### src/rtl/mu0_io_pkg.sv
//------------------------------------------------------------------------------
// Module : mu0_io_pkg
// Brief  : Register map, STATUS layout and window width for the MU0 I/O responder.
// Rev    : 1.0
//------------------------------------------------------------------------------
`default_nettype none

package mu0_io_pkg;

  localparam int WIN_W = 8;

  localparam logic [3:0] OFF_TXDATA = 4'd0;
  localparam logic [3:0] OFF_STATUS = 4'd1;
  localparam logic [3:0] OFF_RXDATA = 4'd2;
  localparam logic [3:0] OFF_TIMER  = 4'd3;

  localparam int ST_TX_FULL      = 0;
  localparam int ST_TX_EMPTY     = 1;
  localparam int ST_RX_VALID     = 2;
  localparam int ST_RX_OVERRUN   = 3;
  localparam int ST_TX_OVERFLOW  = 4;
  localparam int ST_TX_COUNT_LSB = 8;

  typedef struct packed {
    logic [3:0] zero;
    logic [3:0] tx_count;
    logic [2:0] rsvd;
    logic       tx_overflow;
    logic       rx_overrun;
    logic       rx_valid;
    logic       tx_empty;
    logic       tx_full;
  } status_t;

endpackage

`default_nettype wire

### src/rtl/mu0_io_if.sv
//------------------------------------------------------------------------------
// Module : mu0_io_if
// Brief  : MU0 memory-bus signals seen by a memory-mapped responder.
// Rev    : 1.0
//------------------------------------------------------------------------------
`default_nettype none

interface mu0_io_if;
  logic [11:0] Address;
  logic        Rd;
  logic        Wr;
  logic [15:0] Data_out;
  logic [15:0] Data_in;
  logic        Sel;

  modport master (output Address, Rd, Wr, Data_out, input Data_in, Sel);
  modport slave  (input Address, Rd, Wr, Data_out, output Data_in, Sel);
endinterface

`default_nettype wire

### src/rtl/mu0_io_fifo.sv
//------------------------------------------------------------------------------
// Module : mu0_io_fifo
// Brief  : Synchronous FIFO; a push into a full FIFO is accepted only alongside a pop.
// Rev    : 1.0
//------------------------------------------------------------------------------
`default_nettype none

module mu0_io_fifo #(
  parameter int DATA_W = 16,
  parameter int DEPTH  = 4
) (
  input  wire logic                     Clk,
  input  wire logic                     Reset,
  input  wire logic                     push_i,
  input  wire logic                     pop_i,
  input  wire logic [DATA_W-1:0]        data_i,
  output logic      [DATA_W-1:0]        data_o,
  output logic                          full_o,
  output logic                          empty_o,
  output logic      [$clog2(DEPTH):0]   count_o
);

  localparam int AW = $clog2(DEPTH);

  logic [DATA_W-1:0] mem_q [DEPTH];
  logic [AW-1:0]     wr_ptr_q, wr_ptr_d;
  logic [AW-1:0]     rd_ptr_q, rd_ptr_d;
  logic [AW:0]       count_q, count_d;
  logic              push_ok, pop_ok;

  assign empty_o = (count_q == '0);
  assign full_o  = (count_q == (AW+1)'(DEPTH));
  assign count_o = count_q;
  assign pop_ok  = pop_i & ~empty_o;
  assign push_ok = push_i & (~full_o | pop_ok);

  // Empty head reads as zero so the stream output is clean after reset.
  assign data_o = empty_o ? '0 : mem_q[rd_ptr_q];

  always_comb begin
    wr_ptr_d = push_ok ? wr_ptr_q + 1'b1 : wr_ptr_q;
    rd_ptr_d = pop_ok  ? rd_ptr_q + 1'b1 : rd_ptr_q;
    count_d  = count_q;
    case ({push_ok, pop_ok})
      2'b10:   count_d = count_q + 1'b1;
      2'b01:   count_d = count_q - 1'b1;
      default: count_d = count_q;
    endcase
  end

  always_ff @(posedge Clk or posedge Reset) begin
    if (Reset) begin
      wr_ptr_q <= '0;
      rd_ptr_q <= '0;
      count_q  <= '0;
    end else begin
      wr_ptr_q <= wr_ptr_d;
      rd_ptr_q <= rd_ptr_d;
      count_q  <= count_d;
    end
  end

  always_ff @(posedge Clk) begin
    if (push_ok) mem_q[wr_ptr_q] <= data_i;
  end

endmodule

`default_nettype wire

### src/rtl/mu0_io_responder.sv
//------------------------------------------------------------------------------
// Module : mu0_io_responder
// Brief  : MU0 bus peripheral: TX FIFO, RX holding register, optional timer (MU0_IO_TIMER_EN).
// Rev    : 1.0
//------------------------------------------------------------------------------
`default_nettype none

module mu0_io_responder
  import mu0_io_pkg::*;
#(
  parameter logic [11:0] BASE_ADDR  = 12'hFF0,
  parameter int          FIFO_DEPTH = 4
) (
  input  wire logic        Clk,
  input  wire logic        Reset,
  mu0_io_if.slave          bus,
  output logic      [15:0] Tx_data,
  output logic             Tx_valid,
  input  wire logic        Tx_ready,
  input  wire logic [15:0] Rx_data,
  input  wire logic        Rx_strobe
);

  localparam int CW = $clog2(FIFO_DEPTH) + 1;

  logic          hit, wr_en, rd_en;
  logic [3:0]    off;
  logic          tx_push, tx_pop, tx_full, tx_empty;
  logic [CW-1:0] tx_count;
  logic          rx_read, overrun_evt;
  status_t       status;
  logic [15:0]   rd_data;

  logic [15:0]   rx_reg_q, rx_reg_d;
  logic          rx_valid_q, rx_valid_d;
  logic          rx_overrun_q, rx_overrun_d;
  logic          tx_overflow_q, tx_overflow_d;

  assign hit   = (bus.Address[11 -: WIN_W] == BASE_ADDR[11 -: WIN_W]);
  assign off   = bus.Address[3:0];
  // Rd together with Wr is a write only.
  assign wr_en = bus.Wr & hit;
  assign rd_en = bus.Rd & ~bus.Wr & hit;

  assign bus.Sel     = (bus.Rd | bus.Wr) & hit;
  assign bus.Data_in = rd_data;

  assign tx_push  = wr_en & (off == OFF_TXDATA);
  assign tx_pop   = Tx_valid & Tx_ready;
  assign Tx_valid = ~tx_empty;

  mu0_io_fifo #(.DATA_W(16), .DEPTH(FIFO_DEPTH)) u_fifo (
    .Clk     (Clk),
    .Reset   (Reset),
    .push_i  (tx_push),
    .pop_i   (tx_pop),
    .data_i  (bus.Data_out),
    .data_o  (Tx_data),
    .full_o  (tx_full),
    .empty_o (tx_empty),
    .count_o (tx_count)
  );

  assign rx_read     = rd_en & (off == OFF_RXDATA);
  assign overrun_evt = Rx_strobe & rx_valid_q & ~rx_read;

  // Set events win over a simultaneous write-1-to-clear.
  always_comb begin
    rx_reg_d      = Rx_strobe ? Rx_data : rx_reg_q;
    rx_valid_d    = Rx_strobe ? 1'b1 : (rx_read ? 1'b0 : rx_valid_q);
    rx_overrun_d  = overrun_evt |
                    (rx_overrun_q & ~(wr_en & (off == OFF_STATUS) & bus.Data_out[ST_RX_OVERRUN]));
    tx_overflow_d = (tx_push & tx_full & ~tx_pop) |
                    (tx_overflow_q & ~(wr_en & (off == OFF_STATUS) & bus.Data_out[ST_TX_OVERFLOW]));
  end

  always_ff @(posedge Clk or posedge Reset) begin
    if (Reset) begin
      rx_reg_q      <= '0;
      rx_valid_q    <= 1'b0;
      rx_overrun_q  <= 1'b0;
      tx_overflow_q <= 1'b0;
    end else begin
      rx_reg_q      <= rx_reg_d;
      rx_valid_q    <= rx_valid_d;
      rx_overrun_q  <= rx_overrun_d;
      tx_overflow_q <= tx_overflow_d;
    end
  end

`ifdef MU0_IO_TIMER_EN
  logic [15:0] timer_q, timer_d;

  assign timer_d = (wr_en && off == OFF_TIMER) ? bus.Data_out : timer_q + 16'd1;

  always_ff @(posedge Clk or posedge Reset) begin
    if (Reset) timer_q <= '0;
    else       timer_q <= timer_d;
  end
`endif

  always_comb begin
    status             = '0;
    status.tx_full     = tx_full;
    status.tx_empty    = tx_empty;
    status.rx_valid    = rx_valid_q;
    status.rx_overrun  = rx_overrun_q;
    status.tx_overflow = tx_overflow_q;
    status.tx_count    = 4'(tx_count);
  end

  always_comb begin
    rd_data = '0;
    if (rd_en) begin
      case (off)
        OFF_STATUS: rd_data = status;
        OFF_RXDATA: rd_data = rx_reg_q;
`ifdef MU0_IO_TIMER_EN
        OFF_TIMER:  rd_data = timer_q;
`endif
        default:    rd_data = '0;
      endcase
    end
  end

endmodule

`default_nettype wire

### src/flat_wrapper.sv
// flat-port wrapper written by rule: the top's interface ports become plain ports
module mu0_io_responder_flat import mu0_io_pkg::*;
#(
  parameter logic [11:0] BASE_ADDR  = 12'hFF0,
  parameter int          FIFO_DEPTH = 4
)
  (Clk, Reset, Tx_data, Tx_valid, Tx_ready, Rx_data, Rx_strobe, bus_Address, bus_Rd, bus_Wr, bus_Data_out, bus_Data_in, bus_Sel);
  mu0_io_if bus_i ();
  input  wire logic Clk;
  input  wire logic Reset;
  output logic      [15:0] Tx_data;
  output logic Tx_valid;
  input  wire logic Tx_ready;
  input  wire logic [15:0] Rx_data;
  input  wire logic Rx_strobe;
  input wire logic [$bits(bus_i.Address)-1:0] bus_Address;
  input wire logic [$bits(bus_i.Rd)-1:0] bus_Rd;
  input wire logic [$bits(bus_i.Wr)-1:0] bus_Wr;
  input wire logic [$bits(bus_i.Data_out)-1:0] bus_Data_out;
  output wire logic [$bits(bus_i.Data_in)-1:0] bus_Data_in;
  output wire logic [$bits(bus_i.Sel)-1:0] bus_Sel;
  assign bus_i.Address = bus_Address;
  assign bus_i.Rd = bus_Rd;
  assign bus_i.Wr = bus_Wr;
  assign bus_i.Data_out = bus_Data_out;
  assign bus_Data_in = bus_i.Data_in;
  assign bus_Sel = bus_i.Sel;
  mu0_io_responder #(.BASE_ADDR(BASE_ADDR), .FIFO_DEPTH(FIFO_DEPTH)) u_core (.Clk(Clk), .Reset(Reset), .bus(bus_i), .Tx_data(Tx_data), .Tx_valid(Tx_valid), .Tx_ready(Tx_ready), .Rx_data(Rx_data), .Rx_strobe(Rx_strobe));
endmodule
### config.mk
export PLATFORM = sky130hd
export DESIGN_NAME = mu0_io_responder_flat
export DESIGN_NICKNAME = d
export VERILOG_FILES = /design/src/rtl/mu0_io_pkg.sv /design/src/rtl/mu0_io_if.sv /design/src/rtl/mu0_io_fifo.sv /design/src/rtl/mu0_io_responder.sv /design/src/flat_wrapper.sv
export SDC_FILE = /design/constraint.sdc
export NUM_CORES = 1
export LEC_CHECK = 0
export CAP_MARGIN = 20
export CORE_MARGIN = 5
export CORE_UTILIZATION = 35
export DETAILED_ROUTE_END_ITERATION = 7
export HOLD_SLACK_MARGIN = 0.02
export PLACE_DENSITY = 0.59
export REMOVE_ABC_BUFFERS = 1
export SLEW_MARGIN = 30
export SYNTH_ARGS = -nofsm -noshare
export SYNTH_HDL_FRONTEND = slang
export SYNTH_SLANG_ARGS = --single-unit
### constraint.sdc
create_clock -name Clk -period 1.93 [get_ports Clk]
set_input_delay 0.2895 -clock Clk [delete_from_list [all_inputs] [get_ports Clk]]
set_output_delay 0.2895 -clock Clk [all_outputs]
set_load 0.01 [all_outputs]
### After elaboration in Yosys (flattened, before gate mapping)

Memory sizes are Yosys's and may differ from the RTL's.
Cells that the tools add are included.

| word-level totals | value |
|---|---|
| output and inout port bits | 34 |
| register bits after elaboration | 26 |
| memories kept | 1 |
| logic and storage cells | 59 |
| RAM bits | 64 |

| operators by class | value |
|---|---|
| $add $sub $neg | 4 |
| mux-type cells | 8 |
| bitwise operators | 29 |
| equality and inequality tests | 6 |
| reductions and logical operators | 4 |

Memory list:

| name | words | width | read ports | clocked after Yosys merged registers in | write ports | line | source |
|---|---|---|---|---|---|---|---|
| u_core.u_fifo.mem_q | 4 | 16 | 1 | 0 | 1 | mu0_io_fifo.sv:25 | `logic [DATA_W-1:0] mem_q [DEPTH];` |

Operators by type and width:

| kind | count |
|---|---|
| $mux 16 | 2 |
| $pmux 16 s2 | 1 |
| $and 1x1->1 | 18 |
| $eq 8x8->1 const B | 1 |
| $not 1->1 | 7 |
| $pmux 3 s2 | 1 |
| $add 2x1->2 const B | 2 |
| $eq 4x1->1 const B | 1 |
| $eq 4x2->1 const B | 1 |
| $logic_not 4->1 | 1 |
| $mux 1 | 4 |
| $or 1x1->1 | 4 |
| $reduce_bool 2->1 | 2 |
| $add 3x1->3 const B | 1 |
| $eq 3x3->1 const B | 1 |
| $logic_not 3->1 | 1 |
| $sub 3x1->3 const B | 1 |
| $eq 2x1->1 const B | 1 |
| $eq 2x2->1 const B | 1 |

### Logic depth before layout (Yosys ltp)

Gate-level depths: netlist (run 1).

| logic depth | value |
|---|---|
| word-level depth | 8 |
| mapped depth | 7 |

### Hierarchy

From an unflattened synthesis (run 1), not the netlist that was laid out.

| unflattened totals | value |
|---|---|
| cells, all modules | 240 |
| area total of the unflattened synthesis | 3,973.8 sq um |

Modules (own cells, without submodules):

| module | area an instance (sq um) | times used | seq. area each (sq um) | cells an instance |
|---|---|---|---|---|
| mu0_io_fifo | 2,940.3 | 1 | 2,097.0 | 157 |
| mu0_io_responder | 1,033.5 | 1 | 475.5 | 83 |

### Least setup slack after synthesis (run 1)

OpenSTA, ideal clock, no wires.

| path | value |
|---|---|
| path type | in2reg |
| start | input bus_Address[3] |
| end | memory u_core.u_fifo.mem_q[0][0], enable pin |
| library setup time | 0.374 ns |
| data arrival time | 1.461 ns |
| data required time | 1.556 ns |
| stages | 3 |
| path slack | 0.096 ns |
| cells stage by stage | or2_1 -> nor4_1 -> and3_1 |

| between the ends | value |
|---|---|
| word-level cells in the longest chain between the ends | 5 |

Ends and longest elaborated chain:

| item | line | source |
|---|---|---|
| start, declared | flat_wrapper.sv:16 | `input wire logic [$bits(bus_i.Address)-1:0] bus_Address;` |
| $logic_not 4->1 | mu0_io_responder.sv:48 | `assign tx_push = wr_en & (off == OFF_TXDATA);` |
| $and 1x1->1 | mu0_io_responder.sv:48 |  |
| $and 1x1->1 | mu0_io_fifo.sv:35 | `assign push_ok = push_i & (~full_o \| pop_ok);` |
| $mux 1 | mu0_io_fifo.sv:64 | `if (push_ok) mem_q[wr_ptr_q] <= data_i;` |
| $mux 1 (implied by the code) | mu0_io_fifo.sv:64 |  |
| end, declared | mu0_io_fifo.sv:25 |  |

Every way passes these cells.

### Worst setup path in the final report (run 1)

| path | value |
|---|---|
| start | register u_core.u_fifo.rd_ptr_q[0] |
| end | output Tx_data[3] |

| between the ends | value |
|---|---|
| word-level cells in the longest chain between the ends | 2 |

Ends and longest elaborated chain:

| item | line | source |
|---|---|---|
| start, declared | mu0_io_fifo.sv:27 | `logic [AW-1:0] rd_ptr_q, rd_ptr_d;` |
| start signal, assigned | mu0_io_fifo.sv:58 | `rd_ptr_q <= rd_ptr_d;` |
| $mem_v2 4x16 | -- |  |
| $mux 16 | mu0_io_fifo.sv:38 | `assign data_o = empty_o ? '0 : mem_q[rd_ptr_q];` |
| end, declared | flat_wrapper.sv:11 | `output logic [15:0] Tx_data;` |

Every way passes these cells.

==> flow_summary_export.csv, run 1 <==
group,metric,value,unit
die,io_pins,84,
power,p_per_area,1030,nW/um^2
sta,finalHoldViolations,0,
finish,post_route_cells_drive_above_1_share,40.8,%
sta,worst_slew_pin_slew,0.343,ns
critical_path,r2r_cells,7,
routing,first_pass_iters,4,
sta,final.setup.tns,-0.651,ns
cts,cts_tree,"done",
critical_path,arrival,1.70,ns
critical_path,critPathCaptureType,"primary output",
sta,setup_violations,16,
die,initial_utilization,35.4,%
placed_design,hpwl,5.45,mm
status,status,"complete, but fails checks",
status,failed_checks,"negative setup slack",
cts,clockBufferDepth,2,
sta,max_freq,503,MHz
grt,overflow,0,
grt,antenna_found_initial,0,
critical_path,slowest_delay,0.48,ns
sta,fin_skew,0.0101,ns
grt,grt_max_degree,27,
sta,max_slew_margin,77.2,%
yosys,synth.yosys.seq_area_share,68.0,%
critical_path,rr_startpoint,"u_core.u_fifo.count_o[2]",
yosys,synth_seq_cells,90,
critical_path,slowest_stage,"mux4_2",
finish,nets,396,
finish,stdcell_area,5280,sq um
cts,cts_buffers,9,
yosys,synth.distinct_cells,37,
critical_path,worstPathMaxFanout,8,
yosys,yosys_warnings,0,
placed_design,gp_congestion,0.711,
power,vdd_ir_drop_max,0.392,mV
placed_design,placed_cell_area,5070,sq um
critical_path,cp.required,1.64,ns
finish,post-route-util,49.3,%
critical_path,cp_cell_sequence,"buf_12 -> mux4_2 -> nor2b_1 -> buf_2",
critical_path,crit_start,"u_core.u_fifo.rd_ptr_q[0]",
critical_path,crit_path_start_kind,"flop",
routing,vias_per_cell,4.64,
routing,antenna_left,0,
grt,grt_usage,12.5,%
routing,vias,2257,
critical_path,endpoint,"Tx_data[3]",
sta,fin_crit,1.99,ns
hold_path,min_path_type,"primary input to asynchronous set/reset pin",
cts,clock-sinks,90,
die,die-area,13000,sq um
cts,clkLatencyLatePin,0.35,ns
finish,area_growth_syn_to_layout,39.6,%
routing,drt_iter0_drc,66,
yosys,postSynthAreaPerCell,17.3,sq um
grt,grt_pass1_wl,12.4,mm
critical_path,r2r_setup_slack,0.11,ns
placed_design,dpl.cell_count,463,
job,drv_cap,0,
finish,diodes,0,
yosys,synth_top_flop_cell,"edfxtp_1",
routing,drc,0,
die,rows,38,
placed_design,portBuffers,83,
finish,fin_cells,486,
sta,rsz0062_at_grt,"true",
yosys,synth-edff-count,64,
critical_path,path_class,"flop to primary output",
critical_path,r2r_end,"u_core.u_fifo.mem_q[3][8]",
sta,fin_crit_sh,103,%
sta,maxSlewViolCount,0,
die,core,10700,sq um
yosys,syn_area,3780,sq um
die,die_x,114,microns
power,p_leak,2.05,nW
routing,wl,7.93,mm
cts,cts.reportedPaths.clkPinSlew,0.09,ns
yosys,synth_cells,219,
grt,grt_pass1_vias,2472,
routing,routedWlPerCell,16.3,microns
sta,layout_setup_ws,-0.0595,ns
cts,htreeDepth,3,
power,p_total,5.42,mW
die,die_y,114,microns
yosys,synthArstFlopShare,28.9,%
cts,cts-root-buf,"clkbuf_8",
## logic make-up after synthesis
group                    Yosys count  synth area share, %
AND/OR/NAND/NOR                   54                 9.30
multiplexers                      34                 14.9
flip-flops                        90                 68.0
buffers and inverters             18                 1.92
AO/OA/AOI/OAI                     13                 2.91
adder cells (fa/ha/maj)            5                 1.85
XOR/XNOR                           5                 1.16
## worst min path at each step
stage                        startpoint                        end  slack (ns)  cells past startpoint
detailed placement   u_core.rx_reg_q[5]         u_core.rx_reg_q[5]        0.49                      1
finish                            Reset  u_core.u_fifo.wr_ptr_q[1]        0.29                      3
floorplan                         Reset        u_core.rx_overrun_q        0.33                      1
global route                      Reset  u_core.u_fifo.wr_ptr_q[1]        0.32                      3
global placement    u_core.rx_reg_q[11]        u_core.rx_reg_q[11]        0.48                      1
CTS                               Reset  u_core.u_fifo.wr_ptr_q[1]        0.29                      3
## sequential cells by signal (all words and copies together) (netlist names)
name,flops
u_core.u_fifo.mem_q,64
u_core.rx_reg_q,16
u_core.u_fifo.count_o,3
u_core.u_fifo.rd_ptr_q,2
u_core.u_fifo.wr_ptr_q,2
u_core.rx_overrun_q,1
u_core.rx_valid_q,1
u_core.tx_overflow_q,1
## placed cells by master (no fill, tap or decap), types with 8 or more instances in the layout
| cell | n |
|---|---|
| buf_2 | 26 |
| mux4_2 | 16 |
| mux2_2 | 17 |
| edfxtp_1 | 64 |
| dfrtp_1 | 25 |
| nor2b_1 | 10 |
| inv_1 | 8 |
| buf_4 | 27 |
| clkdlybuf4s50_1 | 35 |
| clkbuf_8 | 9 |
## per-stage QoR
step / worst slack [ns] / hold WS (ns)
floorplan: -0.128 / 0.330
global placement: -0.578 / 0.483
detailed placement: -0.594 / 0.495
CTS: -0.208 / 0.287
global route: -0.145 / 0.317
finish: -0.0595 / 0.286
## metal layers
metal | vias to the layer above | routed length [microns] | track usage, %
met4 | 0 | 136 | 5.70
met2 | 39 | 4230 | 22.2
met5 | - | 0 | 0
met1 | 1125 | 3370 | 14.8
met3 | 9 | 193 | 1.96
li1 | 1084 | - | -
## power by group
group | total [mW] | switching (mW) | internal, mW
Sequential | 2.24 | 0.0785 | 2.16
Clock | 1.26 | 0.654 | 0.610
Combinational | 1.92 | 0.803 | 1.11
## layout make-up
class | count | area [sq um]
timing repair buffer | 121 | 1080
inverter | 8 | 30.0
clock buffer | 11 | 131
tap | 140 | 175
multi-input combinational | 111 | 1230
sequential | 90 | 2570
clock inverter | 5 | 61.3
fill | 942 | 5420
## synth_stat cells (2+ instances only)
cell type | count | share of area (%)
edfxtp_1 | 64 | 51
dfrtp_1 | 26 | 17
mux2_2 | 17 | 5.1
mux4_2 | 16 | 9.5
nor2b_1 | 16 | 2.6
and2_1 | 8 | 1.3
inv_1 | 8 | 0.79
a22o_1 | 7 | 1.6
clkbuf_1 | 6 | 0.60
and3_1 | 4 | 0.66
buf_2 | 4 | 0.53
ha_1 | 4 | 1.3
nand4_1 | 4 | 0.66
nor2_1 | 3 | 0.30
xnor2_1 | 3 | 0.69
a32o_1 | 2 | 0.53
and2b_1 | 2 | 0.40
and4b_1 | 2 | 0.53
nand2_1 | 2 | 0.20
nand3_1 | 2 | 0.26
nor3_1 | 2 | 0.26
xor2_1 | 2 | 0.46
## worst max-delay path, delay by kind of cell, from the launching register on
family,cells,cell delay [ns]
flops,1,0.43
mux,1,0.48
simple gates,1,0.14
buf+inv,2,0.30
## timing repair
item                       in CTS  in global routing
pin swaps                       8                  8
hold buffers                    0                  0
gates resized for setup       150                 43
setup buffers                   8                  0
setup endpoints to repair      36                 88
gates cloned                    3                  0
No activity file was read; power rests on OpenSTA's default activity.
==> run 2, diff against run 1 <==
--- a/config.mk
+++ b/config.mk
@@ -5,12 +5,13 @@
 export SDC_FILE = /design/constraint.sdc
 export NUM_CORES = 1
 export LEC_CHECK = 0
-export CAP_MARGIN = 20
+export CAP_MARGIN = 30
 export CORE_MARGIN = 5
 export CORE_UTILIZATION = 35
 export DETAILED_ROUTE_END_ITERATION = 7
+export DONT_BUFFER_PORTS = 1
 export HOLD_SLACK_MARGIN = 0.02
-export PLACE_DENSITY = 0.59
+export PLACE_DENSITY = 0.49
 export REMOVE_ABC_BUFFERS = 1
 export SLEW_MARGIN = 30
 export SYNTH_ARGS = -nofsm -noshare
==> flow_summary_export.csv, run 2 (synthesis results as in run 1) <==
group,metric,value,unit
status,status,"complete, but fails checks",
status,failed_checks,"negative setup slack",
sta,max_slew_margin,76.4,%
sta,setup_violations,3,
finish,post_route_cells_drive_above_1_share,29.5,%
placed_design,portBuffers,0,
cts,htreeDepth,3,
die,die-area,13000,sq um
cts,clock-sinks,90,
die,die_x,114,microns
grt,grt_use_met1,15.0,%
sta,maxSlewViolCount,0,
critical_path,r2r_setup_slack,0.15,ns
power,vdd_ir_drop_max,0.402,mV
routing,drc,0,
finish,layout_common_cells,"64 x edfxtp_1, 26 x dfrtp_1, 18 x dlygate4sd3_1",
critical_path,cp.required,1.64,ns
power,p_per_area,1080,nW/um^2
sta,finalHoldViolations,0,
cts,clockBufferDepth,2,
grt,gr-usage-met3,4.72,%
routing,antenna_left,0,
sta,rsz0062_at_grt,"true",
die,die_y,114,microns
die,rows,38,
grt,antenna_found_initial,1,
placed_design,placed_cell_area,4080,sq um
critical_path,path_class,"flop to primary output",
routing,vias_per_cell,4.91,
routing,wl,7.48,mm
finish,area_growth_syn_to_layout,19.2,%
sta,fin_crit_sh,101,%
power,p_leak,1.60,nW
grt,grt_pass1_wl,11.6,mm
grt,grt_max_degree,27,
cts,clkLatencyLatePin,0.37,ns
routing,routedWlPerCell,18.6,microns
critical_path,critPathCaptureType,"primary output",
grt,grt_usage,12.1,%
sta,layout_setup_ws,-0.0220,ns
grt,overflow,0,
finish,layout_commonest_cell,"edfxtp_1",
job,drv_cap,0,
die,io_pins,84,
grt,grt_util_met2,18.6,%
cts,cts.reportedPaths.clkPinSlew,0.09,ns
die,initial_utilization,35.4,%
grt,grt_pass1_vias,2089,
sta,fin_crit,1.95,ns
sta,max_freq,512,MHz
critical_path,crit_path_start_kind,"flop",
critical_path,arrival,1.66,ns
placed_design,hpwl,5.02,mm
sta,final.setup.tns,-0.0418,ns
placed_design,gp_congestion,0.707,
critical_path,worstPathMaxFanout,8,
sta,worst_slew_pin_slew,0.351,ns
hold_path,min_path_type,"primary input to flop",
cts,cts_tree,"done",
routing,drt_iter0_drc,65,
finish,stdcell_area,4510,sq um
cts,cts_buffers,9,
grt,grt-busiest-layer,"met2",
finish,nets,311,
finish,largest_reg_flops,64,
die,core,10700,sq um
finish,fillers,977,
cts,cts-root-buf,"clkbuf_8",
routing,vias,1972,
sta,fin_skew,0.00977,ns
finish,regMostFlops,"u_core.u_fifo.mem_q",
routing,first_pass_iters,4,
run 2: critical path, cell delays in order, from the launching register on:
cell and delay [ns]:
dfrtp_1 0.39, buf_6 0.19, mux4_2 0.51, and2b_1 0.21
run 2: per-layer routing:
layer | vias to the layer above | routed length (microns)
met4 | 0 | 161
met3 | 11 | 523
li1 | 914 | -
met2 | 51 | 3640
met5 | - | 0
met1 | 996 | 3160
run 2: what timing repair did:
action	CTS	global route
gates resized for setup	9	4
hold buffers	18	0
buffers inserted	0	0
pin swaps	0	0
endpoints found under the hold margin	91	0
setup endpoints to repair	16	20
gates cloned	0	0
run 2: final cells by class:
type,instances,area (sq um),area share (%)
Antenna cell,1,2.50,0.0555
Clock buffer,10,128,2.83
Clock inverter,6,71.3,1.58
Inverter,8,30.0,0.666
Multi-Input combinational cell,111,1170,26.1
Sequential cell,90,2570,57.0
Tap cell,140,175,3.88
Timing Repair Buffer,36,355,7.88
run 2: path summary, 6_finish.rpt:
path	startpoint	to	depth (start not counted)
setup / recovery	u_core.u_fifo.rd_ptr_q[0]	Tx_data[2]	3
hold / removal	Rx_data[14]	u_core.rx_reg_q[14]	1
setup reg to reg	u_core.u_fifo.count_o[0]	u_core.u_fifo.count_o[2]	6
hold reg to reg	u_core.tx_overflow_q	u_core.tx_overflow_q	2
max in group asynchronous	Reset	u_core.rx_reg_q[8]	3
min in group asynchronous	Reset	u_core.u_fifo.count_o[0]	3
run 2: where the power goes:
part / switching [mW] / internal (mW) / total, mW
Sequential: 0.0933 / 2.16 / 2.25
Combinational: 0.657 / 0.667 / 1.32
Clock: 0.693 / 0.615 / 1.31
Total: 1.44 / 3.44 / 4.89
run 2: stage by stage:
stage | total power [mW] | util, % | instances | worst slack, ns | hold WS [ns]
finish | 4.89 | 42.2 | 402 | -0.0220 | 0.0674
global route | 5.17 | 42.2 | 402 | -0.105 | 0.0430
CTS | 4.97 | 42.0 | 401 | -0.0679 | 0.0446
global placement | 3.52 | 38.2 | 367 | 0.0990 | 0.264
floorplan | 3.18 | - | 209 | -0.128 | 0.330
detailed placement | 3.53 | 38.2 | 367 | 0.0781 | 0.271
==> run 3, diff against run 2 <==
--- a/config.mk
+++ b/config.mk
@@ -10,6 +10,7 @@
 export CORE_UTILIZATION = 35
 export DETAILED_ROUTE_END_ITERATION = 7
 export DONT_BUFFER_PORTS = 1
+export GPL_TIMING_DRIVEN = 0
 export HOLD_SLACK_MARGIN = 0.02
 export PLACE_DENSITY = 0.49
 export REMOVE_ABC_BUFFERS = 1
==> constraint.sdc (replaced) <==
create_clock -name Clk -period 2.1 [get_ports Clk]
set_input_delay 0.315 -clock Clk [delete_from_list [all_inputs] [get_ports Clk]]
set_output_delay 0.315 -clock Clk [all_outputs]
set_load 0.01 [all_outputs]
==> flow_summary_export.csv, run 3 (synthesis results as in run 1) <==
group,metric,value,unit
power,vdd_ir_drop_max,0.429,mV
grt,grt-busiest-layer,"met2",
routing,first_pass_iters,4,
finish,layout_commonest_cell,"edfxtp_1",
critical_path,arrival,1.65,ns
sta,max_freq,509,MHz
grt,overflow,0,
finish,layout_common_cells,"64 x edfxtp_1, 24 x dfrtp_1, 17 x mux2_2",
grt,gr-usage-met3,4.93,%
cts,htreeDepth,3,
status,status,"finished clean",
grt,grt_pass1_vias,1972,
finish,diodes,0,
power,p_per_area,1040,nW/um^2
routing,vias_per_cell,5.01,
routing,routedWlPerCell,19.8,microns
grt,grt_use_met1,14.5,%
routing,drc,0,
routing,drt_iter0_drc,44,
critical_path,cp.required,1.78,ns
cts,cts-root-buf,"clkbuf_8",
job,drv_cap,0,
grt,grt_max_degree,27,
die,core,10700,sq um
finish,fillers,994,
finish,ff_latch_area,2580,sq um
sta,finalHoldViolations,0,
placed_design,pre_cts_slack,-0.290,ns
grt,antenna_found_initial,0,
hold_path,min_path_type,"primary input to flop",
die,io_pins,84,
finish,post_route_cells_drive_above_1_share,28.3,%
cts,cts.reportedPaths.clkPinSlew,0.10,ns
placed_design,hpwl,4.73,mm
cts,clkLatencyLatePin,0.35,ns
cts,clockBufferDepth,2,
sta,max_slew_margin,61.4,%
routing,antenna_left,0,
routing,wl,7.32,mm
cts,clock-sinks,90,
finish,multi_input_area,1150,sq um
die,die_y,114,microns
critical_path,critPathCaptureType,"primary output",
finish,area_growth_syn_to_layout,10.8,%
sta,setup_violations,0,
placed_design,portBuffers,0,
power,p_leak,1.43,nW
die,rows,38,
sta,final.setup.tns,0,ns
sta,fin_crit_sh,93.5,%
sta,worst_slew_pin_slew,0.573,ns
cts,cts_buffers,9,
critical_path,path_class,"flop to primary output",
finish,regMostFlops,"u_core.u_fifo.mem_q",
critical_path,worstPathMaxFanout,9,
grt,grt_util_met2,17.9,%
sta,rsz0062_at_grt,"false",
cts,cts_tree,"done",
grt,grt_pass1_wl,11.2,mm
sta,maxSlewViolCount,0,
routing,vias,1855,
power,p_total,4.37,mW
die,die_x,114,microns
critical_path,crit_path_start_kind,"flop",
sta,fin_crit,1.96,ns
die,initial_utilization,35.4,%
sta,fin_skew,0.0131,ns
grt,grt_usage,11.5,%
die,die-area,13000,sq um
sta,layout_setup_ws,0.136,ns
finish,largest_reg_flops,64,
finish,nets,280,
placed_design,gp_congestion,0.710,
==> run 3: changes by cell type in the layout (fill, tap and decap cells not counted), sizes merged <==
cell,change
diode,-1
clkinv,+2
clkbuf,-1
inv,-1
dlygate4sd3,-17
buf,-14
==> run 3: repair_timing <==
| item | CTS | global route |
|---|---|---|
| setup endpoints to repair | 84 | 16 |
| resized for setup | 6 | 1 |
| endpoints found under the hold margin | 26 | 0 |
| setup buffers | 4 | 0 |
| pin swaps | 1 | 0 |
| hold buffers | 1 | 0 |
| cloned | 0 | 0 |
==> run 3: power breakdown <==
group          total [mW]  leakage, nW  internal, mW  switching (mW)
clock network        1.19       0.0979         0.559           0.629
registers            2.15        0.878          1.99           0.158
logic                1.03        0.452         0.537           0.493
total                4.37         1.43          3.09            1.28
==> run 3: through the flow <==
| step | hold WS (ns) | cell area, sq um | utilization, % | std cells |
|---|---|---|---|---|
| 4_1_cts | 0.0304 | 4190 | 39.1 | 370 |
| 6_report | 0.0491 | 4190 | 39.2 | 370 |
| 3_3_place_gp | 0.414 | 3920 | 36.6 | 349 |
| 3_5_place_dp | 0.288 | 3920 | 36.7 | 349 |
| 2_1_floorplan | 0.355 | 3740 | - | 209 |
| 5_1_grt | 0.0256 | 4190 | 39.2 | 370 |
==> run 3: final timing paths <==
kind,start,to,slack (ns),depth (start not counted)
worst max-delay path,u_core.u_fifo.rd_ptr_q[0],Tx_data[11],0.14,3
worst min-delay path,bus_Data_out[12],u_core.u_fifo.mem_q[0][12],0.05,0
worst max register to register,u_core.u_fifo.count_o[1],u_core.u_fifo.count_o[2],0.18,6
worst min register to register,u_core.tx_overflow_q,u_core.tx_overflow_q,0.50,2
max in group asynchronous,Reset,u_core.u_fifo.rd_ptr_q[0],1.21,2
min in group asynchronous,Reset,u_core.rx_reg_q[10],0.47,2
==> run 3: final cells by class <==
type | instances | share of cell area [%]
clock buffers | 9 | 2.96
clock inverters | 7 | 1.82
inverters | 8 | 0.717
multi-input cells | 111 | 27.4
flip-flops and latches | 90 | 61.5
well taps | 140 | 4.18
repair buffers | 5 | 1.34
==> run 3: per-layer routing <==
| layer | share of wire (%) | wire length, microns |
|---|---|---|
| met5 | 0 | 0 |
| met4 | 1.1 | 81 |
| met3 | 8.4 | 613 |
| met2 | 47 | 3470 |
| met1 | 43 | 3160 |
==> run 3: worst max-delay path, stage by stage (launching register included) <==
cell     delay [ns]
dfrtp_4        0.44
buf_6          0.18
mux4_2         0.50
nor2b_1        0.17
==> edit: new RTL, flow settings as in run 1 <==
The option `MU0_IO_TIMER_EN` is turned on by a define.
--- a/src/rtl/mu0_io_responder.sv
+++ b/src/rtl/mu0_io_responder.sv
@@ -4,6 +4,8 @@
 // Rev    : 1.0
 //------------------------------------------------------------------------------
 `default_nettype none
+
+`define MU0_IO_TIMER_EN
 
 module mu0_io_responder
   import mu0_io_pkg::*;
Formal check against the unedited RTL: not equivalent (a bounded check fails within 4 cycles, from zero or initial values and one cycle with Reset high).
==> edit against run 1 <==
The flow still finishes with violations (negative setup slack); die area up 22%; cell area up 21%; core utilization down 0.96 points; sequential cell count up 16; clock power up 40%; power up 24%; worst setup slack worse by 60 ps; wire length up 37%; area after synthesis up 24%; critical endpoint is now Tx_data[4]; largest cell class unchanged.
==> edit: results (changes against run 1) <==
.. list-table::
   :header-rows: 1

   * - Metric
     - Value
   * - Status
     - finished with violations
   * - Violations in the final reports
     - negative setup slack
   * - Maximum fanout encountered on the critical timing path
     - 8 (unchanged)
   * - Count of yosys warnings during synthesis
     - 0 (unchanged)
   * - Number of enable flip-flop cells after synthesis
     - 64 (unchanged)
   * - Crit path max-delay cell type
     - mux4_2
   * - Largest net degree at the start of global routing
     - 43 (+59%)
   * - Global-route wire length before repair
     - 17.29 mm (+40%)
   * - Number of antenna repair diodes
     - 0 (unchanged)
   * - HPWL after detailed placement
     - 7.368 mm (+35%)
   * - Aggregate global-route resource usage
     - 0.1391 (+0.01426)
   * - Peak supply drop
     - 0.4478 mV (+14%)
   * - Number of buffers added by the clock tree synthesis step
     - 9 (unchanged)
   * - Detail-routed via count per cell
     - 4.842 (+4.3%)
   * - Cell total after placement
     - 601 (+30%)
   * - Number of vias in the routed layout
     - 3,031 (+34%)
   * - Post-route clock skew
     - 4.761 ps (-5.325 ps)
   * - Leading cell types by count after synthesis
     - edfxtp_1, dfrtp_1, nand2_1
   * - Sequential area share after synthesis
     - 0.6341 (-0.04601)
   * - Share of flip-flops with an asynchronous set or reset after synthesis
     - 0.3962 (+0.1073)
   * - Number of violations reported at the end of detailed-routing iteration 0
     - 171 (+160%)
   * - Class of the worst hold path
     - in2async
   * - Average cell area after synthesis
     - 14.08 um2 (-18%)
   * - Insertion delay to the later sink of the worst-skew pair
     - 350 ps (about the same)
   * - Initial antenna violation count
     - 0 (unchanged)
   * - Via count of the first global-routing pass
     - 3,156 (+28%)
   * - Clock buffer depth
     - 2 (unchanged)
   * - Final-report setup violation count
     - 16 (unchanged)
   * - H-tree levels
     - 3 (unchanged)
   * - Delay-heaviest family, CP
     - multiplexers
   * - Post-layout net count
     - 501 (+27%)
   * - Root buffer cell
     - clkbuf_16
   * - Length of the first detailed-routing pass in iterations
     - 5 (+1)
   * - Post-placement setup slack
     - -590.9 ps (+2.833 ps)
   * - Min setup slack post-route
     - -119.9 ps (-60.38 ps)
   * - Post-synthesis cell type count
     - 40 (+8.1%)
   * - Slew Limit Headroom
     - 0.6393 (-0.1323)
   * - Final weighted congestion of routability-driven global placement
     - 0.7569 (+6.4%)
   * - CP Data Arrival Time
     - 1760 ps (+60 ps)
   * - Cell types occupying the most area after synthesis
     - edfxtp_1, dfrtp_1, mux4_2
   * - Routed wire length per instance
     - 17.30 um (+6.1%)
   * - Filler Cells Inserted
     - 1,189 (+26%)
   * - Clock slew at reported path FFs
     - 70 ps (-20 ps)
   * - Critical Path Max Stage Delay
     - a little under 500 ps
   * - Placed inst area
     - 5969 um2 (+18%)
   * - Count of port buffers added during placement
     - 83 (unchanged)
   * - Share of cells above drive strength 1
     - 0.3378 (-0.06974)
   * - Largest regs
     - u_core.u_fifo.mem_q: 64 flops, u_core.rx_reg_q: 16 flops, u_core.timer_q: 16 flops
   * - Count of antenna-violating nets left after detailed routing
     - 0 (unchanged)
   * - Leakage
     - 2.394 nW (+17%)
edit: per-layer routing:
layer,vias up,wire length (um),track usage,share of wire
li1,1460,-,-,-
met1,1473,4729,0.1821,0.44
met2,89,5447,0.2306,0.50
met3,9,514,0.02667,0.047
met4,0,138,0.05300,0.013
met5,-,0,0,0
edit: cell type report:
type,instances,area [um2],area share
inverter,8,30.03,0.004705
sequential,106,2974,0.4660
clock inverter,6,53.80,0.008430
clock buffer,10,229.0,0.03588
multi-input combinational,202,1738,0.2723
tap,176,220.2,0.03450
timing repair buffer,118,1137,0.1782
edit: timing repair:
item	in CTS	in global routing
pin swaps	17	14
buffers inserted	4	3
cloned	2	1
endpoints found under the setup margin	36	34
gates resized for setup	168	37
edit: final timing paths:
check | startpoint | endpoint | slack [ps] | cells after the start
min | Reset | u_core.rx_reg_q[11] | 370 | 3
min reg2reg | u_core.rx_overrun_q | u_core.rx_overrun_q | 500 | 1
max reg2reg | u_core.u_fifo.count_o[1] | u_core.u_fifo.count_o[2] | 70 | 8
max | u_core.u_fifo.rd_ptr_q[0] | Tx_data[4] | -120 | 4
min in group Clk | u_core.rx_overrun_q | u_core.rx_overrun_q | 500 | 1
max in group asynchronous | Reset | u_core.u_fifo.rd_ptr_q[0] | 1150 | 3
edit: through the flow:
step / TNS (ps) / hold slack (ps)
after floorplan: -291.9 / 381.8
after global placement: -26950 / 472.7
after detailed placement: -27910 / 484.2
after CTS: -1974 / 399.8
after global routing: -2649 / 426.9
final: -1594 / 372.7
edit: tightest hold or removal path: stages:
cell and delay (ps):
clkdlybuf4s50_1 390, inv_1 50, buf_4 440
edit: cell families (layout without fill, tap and decap cells):
| logic type | Yosys count | in the layout | share of synthesized area |
|---|---|---|---|
| and+or+nand+nor | 104 | 104 | 0.1153 |
| adders and majority gates | 6 | 6 | 0.01761 |
| AOI/OAI and AO/OA | 40 | 40 | 0.05712 |
| buffers and inverters | 25 | 142 | 0.02295 |
| DFF | 106 | 106 | 0.6341 |
| xor gates and xnor gates | 19 | 19 | 0.03550 |
| muxes | 33 | 33 | 0.1174 |
edit: power breakdown:
part	total [mW]	switching (mW)	internal (mW)
logic	2.22	0.865	1.35
registers	2.74	0.185	2.56
clock network	1.76	0.854	0.904
